===== src/rtl/popcount_seq.sv =====
// popcount_seq: sequential bit counter. Counts the bits of a captured operand that equal a
// selected value (ones or zeros), CHUNK bits per clock, LSB chunk first.
//
// Optional build macro POPCNT_FIRST_IDX_EN adds out_found/out_first, reporting the lowest bit
// index that matched.
//
// Ports:
//   clk        - clock, all state updates on the rising edge
//   rst_n      - synchronous active-low reset (aborts any operation in flight)
//   in_valid   - request present
//   in_ready   - block can accept a request (high only when idle)
//   in_value   - operand word, captured on accept
//   in_what    - bit value to count (1 = ones, 0 = zeros), captured on accept
//   out_valid  - result present (held until out_ready)
//   out_ready  - consumer accepts the result
//   out_count  - number of operand bits equal to in_what
//   out_found  - (macro only) at least one bit matched
//   out_first  - (macro only) lowest matching bit index, 0 when none matched
module popcount_seq #(
  parameter int WIDTH = 32,
  parameter int CHUNK = 4,
  localparam int CW = $clog2(WIDTH + 1),
  localparam int IW = (WIDTH == 1) ? 1 : $clog2(WIDTH)
) (
  input  logic          clk,
  input  logic          rst_n,
  input  logic          in_valid,
  output logic          in_ready,
  input  logic [WIDTH-1:0] in_value,
  input  logic          in_what,
  output logic          out_valid,
  input  logic          out_ready,
  output logic [CW-1:0] out_count
`ifdef POPCNT_FIRST_IDX_EN
  ,
  output logic          out_found,
  output logic [IW-1:0] out_first
`endif
);

  localparam int NCH = (CHUNK >= 1) ? WIDTH / CHUNK : 1;
  localparam int KW  = (NCH > 1) ? $clog2(NCH) : 1;

  if ((CHUNK < 1) || (((CHUNK < 1) ? 0 : (WIDTH % CHUNK)) != 0)) begin : g_param_check
    $error("popcount_seq: CHUNK must be >= 1 and divide WIDTH");
  end

  typedef enum logic [1:0] {StIdle, StCount, StDone} state_e;

  state_e state_q, state_d;
  // Operand stored as an array of chunks so the current chunk is a plain index by k.
  logic [NCH-1:0][CHUNK-1:0] value_q, value_d;
  logic                      what_q, what_d;
  logic [CW-1:0]             acc_q, acc_d;
  logic [KW-1:0]             k_q, k_d;

  logic [CHUNK-1:0] chunk;
  logic [CW-1:0]    chunk_cnt;

`ifdef POPCNT_FIRST_IDX_EN
  logic          found_q, found_d;
  logic [IW-1:0] first_q, first_d;
  logic          chunk_hit;
  int            chunk_lo;
`endif

  // Per-chunk match count. Case equality makes X/Z operand bits count as non-matching.
  always_comb begin
    chunk     = value_q[k_q];
    chunk_cnt = '0;
`ifdef POPCNT_FIRST_IDX_EN
    chunk_hit = 1'b0;
    chunk_lo  = 0;
`endif
    // Scan high to low so the last hit recorded is the lowest index in the chunk.
    for (int b = CHUNK - 1; b >= 0; b--) begin
      if (what_q ? (chunk[b] === 1'b1) : (chunk[b] === 1'b0)) begin
        chunk_cnt = chunk_cnt + CW'(1);
`ifdef POPCNT_FIRST_IDX_EN
        chunk_hit = 1'b1;
        chunk_lo  = b;
`endif
      end
    end
  end

  always_comb begin
    state_d = state_q;
    value_d = value_q;
    what_d  = what_q;
    acc_d   = acc_q;
    k_d     = k_q;
`ifdef POPCNT_FIRST_IDX_EN
    found_d = found_q;
    first_d = first_q;
`endif
    unique case (state_q)
      StIdle: begin
        if (in_valid) begin
          value_d = in_value;
          what_d  = in_what;
          acc_d   = '0;
          k_d     = '0;
`ifdef POPCNT_FIRST_IDX_EN
          found_d = 1'b0;
          first_d = '0;
`endif
          state_d = StCount;
        end
      end
      StCount: begin
        // Sum of all chunks is at most WIDTH, which CW bits always hold.
        acc_d = acc_q + chunk_cnt;
`ifdef POPCNT_FIRST_IDX_EN
        if (!found_q && chunk_hit) begin
          found_d = 1'b1;
          first_d = IW'(int'(k_q) * CHUNK + chunk_lo);
        end
`endif
        if (k_q == KW'(NCH - 1)) begin
          state_d = StDone;
        end else begin
          k_d = k_q + KW'(1);
        end
      end
      StDone: begin
        if (out_ready) begin
          state_d = StIdle;
        end
      end
      default: state_d = StIdle;
    endcase
  end

  always_ff @(posedge clk) begin
    if (!rst_n) begin
      state_q <= StIdle;
      value_q <= '0;
      what_q  <= 1'b0;
      acc_q   <= '0;
      k_q     <= '0;
`ifdef POPCNT_FIRST_IDX_EN
      found_q <= 1'b0;
      first_q <= '0;
`endif
    end else begin
      state_q <= state_d;
      value_q <= value_d;
      what_q  <= what_d;
      acc_q   <= acc_d;
      k_q     <= k_d;
`ifdef POPCNT_FIRST_IDX_EN
      found_q <= found_d;
      first_q <= first_d;
`endif
    end
  end

  always_comb begin
    in_ready  = (state_q == StIdle);
    out_valid = (state_q == StDone);
    out_count = acc_q;
`ifdef POPCNT_FIRST_IDX_EN
    out_found = found_q;
    out_first = first_q;
`endif
  end

endmodule


===== config.mk =====
export PLATFORM = sky130hd
export DESIGN_NAME = popcount_seq
export DESIGN_NICKNAME = d
export VERILOG_FILES = /design/src/rtl/popcount_seq.sv
export SDC_FILE = /design/constraint.sdc
export NUM_CORES = 1
export LEC_CHECK = 0
export ABC_AREA = 1
export BUFFER_PORTS_ARGS = -buffer_cell sky130_fd_sc_hd__buf_2
export CORE_MARGIN = 1
export CORE_UTILIZATION = 25
export CTS_CLUSTER_SIZE = 8
export DETAILED_ROUTE_END_ITERATION = 6
export GPL_ROUTABILITY_DRIVEN = 0
export GPL_TIMING_DRIVEN = 0
export PLACE_DENSITY_LB_ADDON = 0.3
export REMOVE_ABC_BUFFERS = 1
export SYNTH_ARGS = -nofsm -noshare
export SYNTH_HDL_FRONTEND = slang
export SYNTH_SLANG_ARGS = --single-unit

===== constraint.sdc =====
create_clock -name clk -period 3.3 [get_ports clk]
set_input_delay 0.165 -clock clk [delete_from_list [all_inputs] [get_ports clk]]
set_output_delay 0.165 -clock clk [all_outputs]
set_load 0.05 [all_outputs]

# After elaboration in Yosys (flattened, before gate mapping)
# Index checks and enable logic that the tools add are counted.
# op_classes
addsub,5
magnitude_cmp,1
eq_ne,15
mux,19
reduce_logical,6
# ops
operator,n
2-to-1 mux 6 bit,4
adder 6 x 1 -> 6 bit (second input constant),3
binary-select mux 4 bit (select 3 bit),1
case mux 6 bit (2 select lines),1
=== test 1 bit (second input constant),8
adder 6 bit,1
2-to-1 mux 2 bit,3
2-to-1 mux 3 bit,2
inequality test 2 bit (second input constant),3
case mux 2 bit (3 select lines),1
case mux 3 bit (2 select lines),1
AND reduction 3 bit,2
2-to-1 mux 1 bit,5
less-than comparator 3 x 4 -> 1 bit (second input constant),1
2-to-1 mux 4 bit,1
AND reduction 2 bit,2
adder 3 x 1 -> 3 bit (second input constant),1
equality test 3 bit (second input constant),1
equality test 2 x 1 -> 1 bit (second input constant),1
equality test 2 bit (second input constant),1
logical NOT 2 bit,1
inequality test 2 x 1 -> 1 bit (second input constant),1
nonzero test 2 bit,1
# totals
reg_bits,44
in_bits,37
output_inout_bits,8
wordCells,58

# Logic depth before layout (Yosys ltp)
# Gate-level depths: netlist of run 1.
# logic_depth
word_depth,13
ltp_mapped,26

# Least setup slack after synthesis of run 1
# OpenSTA, ideal clock, no wires.
# synth_path
kind,register to register
start,reg k_q[0]
end,reg acc_q[4] (netlist: out_count[4])
setup_time_ns,0.086
t_arrival_ns,2.957
setup_slack_ns,0.257
stages_incl_launch_ff,23
path_buffers,2
path_cell_list,dfxtp_1 -> buf_6 -> buf_6 -> o21ai_1 -> o22ai_1 -> nand2_1 -> nand2_2 -> xor2_2 -> ha_1 -> inv_1 -> nand3_1 -> nand2_1 -> inv_1 -> ha_1 -> inv_1 -> nand2_1 -> nand2_2 -> fa_1 -> inv_1 -> nand3_1 -> a21oi_1 -> a21oi_1 -> a211oi_1
# synth_between
elab_chain_cells,13
elab_cells_between_ends,23
# synth_lines
item,line,text
from (decl),55,"logic [KW-1:0] k_q, k_d;"
from (signal assigned),151,k_q <= k_d;
binary-select mux 4 bit (select 3 bit) *,69,chunk = value_q[k_q];
2-to-1 mux 4 bit (not written as such) *,69,
=== test 1 bit,77,if (what_q ? (chunk[b] === 1'b1) : (chunk[b] === 1'b0)) begin
2-to-1 mux 1 bit (2 in series),77,
adder 6 x 1 -> 6 bit,78,chunk_cnt = chunk_cnt + CW'(1);
2-to-1 mux 6 bit,77,
adder 6 x 1 -> 6 bit,78,
2-to-1 mux 6 bit,77,
adder 6 x 1 -> 6 bit,78,
2-to-1 mux 6 bit *,77,
adder 6 bit *,113,acc_d = acc_q + chunk_cnt;
case mux 6 bit (2 select lines) *,97,unique case (state_q)
to (signal assigned),140,acc_q <= '0;
to (signal assigned),150,acc_q <= acc_d;
to (decl),54,"logic [CW-1:0] acc_q, acc_d;"
# Every way passes the cells marked *; elsewhere a longest branch is shown, timed or not. The select of a mux whose other input is x is not followed.
# A chain may end at the register's enable or synchronous reset.

# Worst setup path in the final report of run 1
# Same ends and word-level chain as after synthesis.

==> flow_metrics.tcl, run 1 <==
set metrics [dict create \
    r2r_cells 21 \
    whs_ns 0.107 \
    area_growth_pct 25.8 \
    groute.usage.overall_pct 11.4 \
    final_common_cell "nor2_1" \
    start_util_pct 26.0 \
    io_buffers 44 \
    drive_gt1_share_pct 29.5 \
    cp_max_fo 4 \
    cts_num_sinks 44 \
    ir_drop_v 0.000202 \
    overflow 0 \
    coreArea_um2 8810 \
    worst-path-stages 21 \
    cpLargestDelayFamily "adder cells" \
    hold_viol 0 \
    dieArea_um2 9560 \
    start_kind "flip-flop" \
    post-route-drc-count 8 \
    power_density_nw_per_um2 604 \
    syn-instance-count 326 \
    tightest_slew_ns 0.752 \
    finalWorstPathRequiredPeriod_ns 3.11 \
    synth-seq-cells 44 \
    crit_path_frequent_cell "inv_2" \
    first_global_vias 1949 \
    dr.pass1.iters 6 \
    status "complete, but fails checks" \
    max_clock_freq_mhz 322 \
    avgRoutedWirePerCell_um 11.7 \
    detail-route-antenna-nets 0 \
    critPathBufInv 5 \
    max-slew-margin-rel_pct 49.7 \
    viasPerCell 4.44 \
    rows 34 \
    drv_cap 0 \
    chipWidth_um 97.8 \
    vias 2136 \
    drt_iter0_markers 47 \
    detailed_place_hpwl_um 3730 \
    synth_top_area_cell "dfxtp_1" \
    fin_worst_skew_ns 0.00581 \
    synth_area_leaders "dfxtp_1 (38%), nor2_1 (10%), o21ai_0 (9.0%)" \
    yosysUniqueCellTypes 27 \
    antenna_found_initial 0 \
    cp.required_ns 3.52 \
    synth_area_um2 2290 \
    setup_tns_ns 0 \
    cts_max_level 2 \
    grt_pass1_wl_um 8730 \
    synth_top_area_share_pct 38.4 \
    cts_buffer_depth 2 \
    fp.dieH_um 97.8 \
    cp-end-kind "flip-flop" \
    layout_common_cells "nor2_1 (63), buf_2 (44), dfxtp_1 (41)" \
    cp_cell_sequence "buf_6 -> o21ai_1 -> o22ai_1 -> nand2_1 -> nand2_2 -> xor2_4 -> ha_4 -> inv_2 -> nand3_2 -> nand2_2 -> inv_2 -> ha_4 -> inv_2 -> nand2_1 -> nand2_2 -> fa_2 -> inv_2 -> nand3_1 -> a21oi_2 -> a21oi_1 -> a211oi_1" \
    crit_slowest_cell "dfxtp_4" \
    ys.warnings.count 0 \
    fillers 953 \
    slew_violations 0 \
    cts-root-buf "clkbuf_8" \
    num_io_pins 45 \
    setup_viol 0 \
    min-delay-path-class "primary input to flip-flop" \
    grt_max_degree 49 \
    clock_latency_ns 0.30 \
    cts_tree "yes" \
    wl_um 5650 \
    seq_area_frac_synth_pct 38.4 \
    worst_path_largest_cell_delay_ns 0.42 \
    crit_type "flip-flop to flip-flop" \
    antenna_cells 0 \
    finalCritPeriodShare_pct 94.1 \
    p_leak_nw 1.28 \
    crit_arrival_ns 3.33 \
    clk_pin_slew_worst_paths_ns 0.09 \
    cts_buffers 5 \
    violations "DRC" \
    layout.nets 419 \
    syn_avg_cell_area_um2 7.03 \
    min_path_cells 3 \
]
[through the flow]
stage | util, % | std cells | setup WS, ns | instance area [um^2] | power [W]
after detailed placement | 29.1 | 464 | -0.635 | 2570 | 0.00118
after floorplan | - | 312 | -0.00127 | 2210 | 0.00105
after global routing | 32.8 | 481 | -0.0283 | 2880 | 0.00189
after global placement | 29.1 | 464 | -0.569 | 2570 | 0.00116
final | 32.8 | 481 | 0.195 | 2880 | 0.00174
after CTS | 30.6 | 473 | 0.00164 | 2700 | 0.00162
[cells in the mapped netlist (all sizes together)]
library cell / n
clkbuf: 6
a22oi: 1
ha: 9
nor2: 66
inv: 35
xor2: 1
o21ai: 46
clkinv: 1
dfxtp: 44
conb: 1
o22ai: 2
buf: 8
nand2: 49
a21oi: 26
fa: 1
a211oi: 4
or2: 1
nand3: 25
[path summary, 6_finish.rpt]
path	start	to	slack [ns]
min reg2reg	value_q[1]	value_q[1]	0.46
min	in_value[7]	value_q[7]	0.11
max	k_q[0]	out_count[4]	0.19
max reg2reg	k_q[0]	out_count[4]	0.19
[repair_timing]
action | CTS | global route
buffers inserted | 1 | 8
hold buffers | 0 | 0
pin swaps | 0 | 13
resized for setup | 4 | 35
setup endpoints to repair | 5 | 5
gates cloned | 0 | 0
endpoints found under the hold margin | 0 | 0
[sequential cells by signal (all words and copies together) (netlist names)]
signal	count
value_q	32
out_count	6
k_q	3
state_q	2
what_q	1
[metal layers]
layer | vias up | GRT usage [%] | share of wire (%)
met5 | - | 0 | 0
met4 | 0 | 3.15 | 0.94
met3 | 7 | 2.65 | 3.1
met2 | 35 | 19.4 | 46
met1 | 949 | 14.4 | 50
li1 | 1145 | - | -
[worst min-delay path: stages]
cell,delay (ns)
buf_2,0.07
o21ai_0,0.07
nor2_1,0.08
[cells by family (layout without fill, tap and decap cells)]
| group | after synthesis | count (layout) | synth area share (%) |
|---|---|---|---|
| AOI/OAI and AO/OA | 79 | 79 | 18.1 |
| and+or+nand+nor | 141 | 141 | 27.3 |
| buffers and inverters | 50 | 97 | 9.55 |
| other | 1 | 1 | 0.164 |
| xor gates and xnor gates | 1 | 1 | 0.710 |
| adders and majority gates | 10 | 10 | 5.79 |
| DFF | 44 | 44 | 38.4 |
[layout make-up]
| cell class | instances | area [um^2] | share of cell area [%] |
|---|---|---|---|
| tap | 108 | 135 | 4.69 |
| inverter | 36 | 155 | 5.38 |
| clock buffer | 5 | 68.8 | 2.39 |
| multi-input combinational | 232 | 1290 | 44.9 |
| clock inverter | 3 | 46.3 | 1.61 |
| timing repair buffer | 53 | 295 | 10.2 |
| sequential | 44 | 890 | 30.8 |
[power by group]
group	internal (W)	switching, W	total [W]
Combinational	0.000266	0.000409	0.000675
Clock	0.000228	0.000208	0.000436
Sequential	0.000589	0.0000425	0.000631
Note: power is estimated with default switching activity, not from simulation.
==> inputs of run 2 (changes only) <==
--- a/config.mk
+++ b/config.mk
@@ -5,7 +5,6 @@
 export SDC_FILE = /design/constraint.sdc
 export NUM_CORES = 1
 export LEC_CHECK = 0
-export ABC_AREA = 1
 export BUFFER_PORTS_ARGS = -buffer_cell sky130_fd_sc_hd__buf_2
 export CORE_MARGIN = 1
 export CORE_UTILIZATION = 25
==> flow_metrics.tcl, run 2 <==
set metrics [dict create \
    p_leak_nw 1.14 \
    critPathBufInv 1 \
    chipWidth_um 96.8 \
    hold_path.startpoint "in_value[3]" \
    max_clock_freq_mhz 257 \
    finalWorstPathRequiredPeriod_ns 3.89 \
    rsz0062_at_grt "true" \
    yosysUniqueCellTypes 40 \
    multi_input_area_um2 1370 \
    yosys-top-cells-count "nand2_1 (73), dfxtp_1 (44), a21oi_1 (42), clkbuf_1 (16), nor2_1 (11)" \
    met1_usage_pct 13.1 \
    drv_cap 0 \
    synth_top_family_by_area "simple AND/OR/NAND/NOR gates" \
    rows 34 \
    layout_setup_ws_ns -0.586 \
    detailed_place_hpwl_um 3270 \
    cp.required_ns 3.51 \
    first_global_vias 1864 \
    p_int_w 0.000939 \
    final_util_pct 32.2 \
    power_density_nw_per_um2 488 \
    crit_slowest_cell "mux4_2" \
    crit_type "flip-flop to flip-flop" \
    synth_area_leaders "dfxtp_1 (39%), nand2_1 (12%), a21oi_1 (9.4%)" \
    tightest_slew_ns 1.30 \
    drt_iter0_markers 74 \
    synth_area_um2 2250 \
    final_common_cell "nand2_1" \
    met3_usage_pct 2.31 \
    worstReg2RegStart "k_q[0]" \
    post-route-drc-count 0 \
    synth-seq-cells 44 \
    cp_cell_sequence "mux4_2 -> mux2i_1 -> xnor2_1 -> inv_1 -> ha_4 -> xor2_4 -> xnor2_2 -> ha_4 -> or2b_1 -> a21oi_2 -> nor3_2 -> ha_1 -> nor2b_4 -> o21a_1 -> o21ai_2 -> mux2_4 -> nor2_1" \
    viasPerCell 4.47 \
    syn-instance-count 266 \
    crit_path_frequent_cell "ha_4" \
    rrSetupSlack_ns -0.59 \
    area_growth_pct 24.9 \
    cts-root-buf "clkbuf_8" \
    clk_pin_slew_worst_paths_ns 0.08 \
    worst_path_largest_cell_delay_ns 0.51 \
    crit_start "k_q[0]" \
    min-delay-path-class "primary input to flip-flop" \
    layout.nets 357 \
    setup_viol 5 \
    status "complete, but fails checks" \
    vias 1872 \
    io_buffers 44 \
    async_reset_ff_share_pct 0 \
    synth-xor-area-share_pct 3.45 \
    grt_max_degree 45 \
    fillers 930 \
    avgRoutedWirePerCell_um 12.0 \
    cts_buffer_depth 2 \
    antenna_found_initial 0 \
    cts_num_sinks 44 \
    detail-route-antenna-nets 0 \
    clockPowerShare_pct 25.0 \
    regArea_um2 886 \
    syn_avg_cell_area_um2 8.45 \
    start_util_pct 25.8 \
    synthFlopType "dfxtp_1" \
    seq_area_frac_synth_pct 39.2 \
    cts_max_level 2 \
    grtUsageMet2_pct 18.9 \
    power_frac_seq_pct 43.0 \
    synth_top_area_share_pct 39.2 \
    fp.dieH_um 96.8 \
    yosysMostFrequentCell "nand2_1" \
    hold_buffers 0 \
    grt-busiest-layer "met2" \
    num_io_pins 45 \
    grt_pass1_wl_um 8290 \
    max-slew-margin-rel_pct 13.1 \
    top_register "value_q" \
    finalPower_w 0.00137 \
    ir_drop_v 0.000224 \
    synth_edf_count 0 \
    synthAdderAreaFrac_pct 5.90 \
    cts_tree "yes" \
    cts_buffers 5 \
    crit_arrival_ns 4.10 \
    drive_gt1_share_pct 30.2 \
    dr.pass1.iters 4 \
    slew_violations 0 \
    switchingPower_w 0.000432 \
    wl_um 5050 \
    swShare_pct 31.5 \
    cp_max_fo 5 \
    synth_top_area_cell "dfxtp_1" \
    violations "setup timing" \
    pwr-share-comb_pct 31.9 \
    synth_compound_area_share_pct 14.8 \
    hold_viol 0 \
    cpLargestDelayFamily "multiplexers" \
    overflow 0 \
    clock_latency_ns 0.29 \
    antenna_cells 0 \
    ys.warnings.count 0 \
    synthMuxAreaShare_pct 12.2 \
    layout_common_cells "nand2_1 (73), buf_2 (44), dfxtp_1 (42)" \
    finalCritPeriodShare_pct 118 \
    synth-simple-area-share_pct 19.6 \
    start_kind "flip-flop" \
    cp-end-kind "flip-flop" \
    groute.usage.overall_pct 10.9 \
    fin_worst_skew_ns 0.00680 \
    coreArea_um2 8720 \
    largest_reg_flops 32 \
    dieArea_um2 9370 \
]
## run 2: cell count changes after synthesis, sizes merged, moves of 10 or more
cell | before | now
nand2 | 49 | 73
clkbuf | 6 | 16
nand3 | 25 | 4
inv | 35 | 8
o21ai | 46 | 5
a21oi | 26 | 42
nor2 | 66 | 11
## run 2: final cells by class
cell class | instances | area share, %
clock buffers | 6 | 2.94
clock inverters | 2 | 0.357
inverters | 9 | 1.20
multi-input cells | 196 | 48.6
flip-flops and latches | 44 | 31.6
well taps | 108 | 4.81
repair buffers | 54 | 10.5
## run 2: kinds of logic (layout without fill, tap and decap cells)
family,count (synthesis),in the layout
multiplexers,14,14
buffers and inverters,26,71
AND/OR/NAND/NOR,104,104
other,1,1
flip-flops,44,44
AO/OA/AOI/OAI,59,59
adder cells (fa/ha/maj),10,10
XOR/XNOR,8,8
## run 2: worst paths after layout
| check | depth (start not counted) | end |
|---|---|---|
| setup / recovery | 17 | out_count[4] |
| hold / removal | 3 | value_q[3] |
| setup reg to reg | 17 | out_count[4] |
| hold reg to reg | 2 | value_q[29] |
## run 2: worst reg2reg max path, delay by kind of cell (launching register included)
| kind | cells | cell delay [ns] |
|---|---|---|
| AO/OA/AOI/OAI | 3 | 0.48 |
| XOR/XNOR | 3 | 0.45 |
| adder cells (fa/ha/maj) | 3 | 0.84 |
| buffers and inverters | 1 | 0.10 |
| flip-flops | 1 | 0.41 |
| multiplexers | 3 | 1.02 |
| AND/OR/NAND/NOR | 4 | 0.51 |
## run 2: timing repair
item                                    CTS  global route
pin swaps                                14            15
resized for setup                        20            12
endpoints found under the setup margin    5             5
buffers inserted                          5             5
cloned                                    0             0
## run 2: power groups by stage
stage / sequential, W / combinational [W] / clock, W
floorplan: 0.000626 / 0.000220 / 0
global placement: 0.000603 / 0.000320 / 0
detailed placement: 0.000604 / 0.000326 / 0
CTS: 0.000590 / 0.000375 / 0.000368
global route: 0.000595 / 0.000485 / 0.000381
finish: 0.000590 / 0.000438 / 0.000343
## run 2: stage by stage
step | area (um^2) | setup WS (ns) | hold slack [ns] | std cells | setup TNS [ns]
after floorplan | 2180 | -0.741 | 0.301 | 249 | -2.96
after global placement | 2530 | -1.24 | 0.411 | 401 | -5.31
after detailed placement | 2530 | -1.35 | 0.411 | 401 | -5.62
after CTS | 2710 | -0.676 | 0.0838 | 414 | -2.74
after global routing | 2810 | -0.797 | 0.0970 | 419 | -3.22
final | 2810 | -0.586 | 0.105 | 419 | -2.19
## run 2: per-layer routing
metal	vias up	part of all wire (%)
li1	981	-
met1	857	47
met2	29	49
met3	5	2.8
met4	0	1.4
met5	-	0
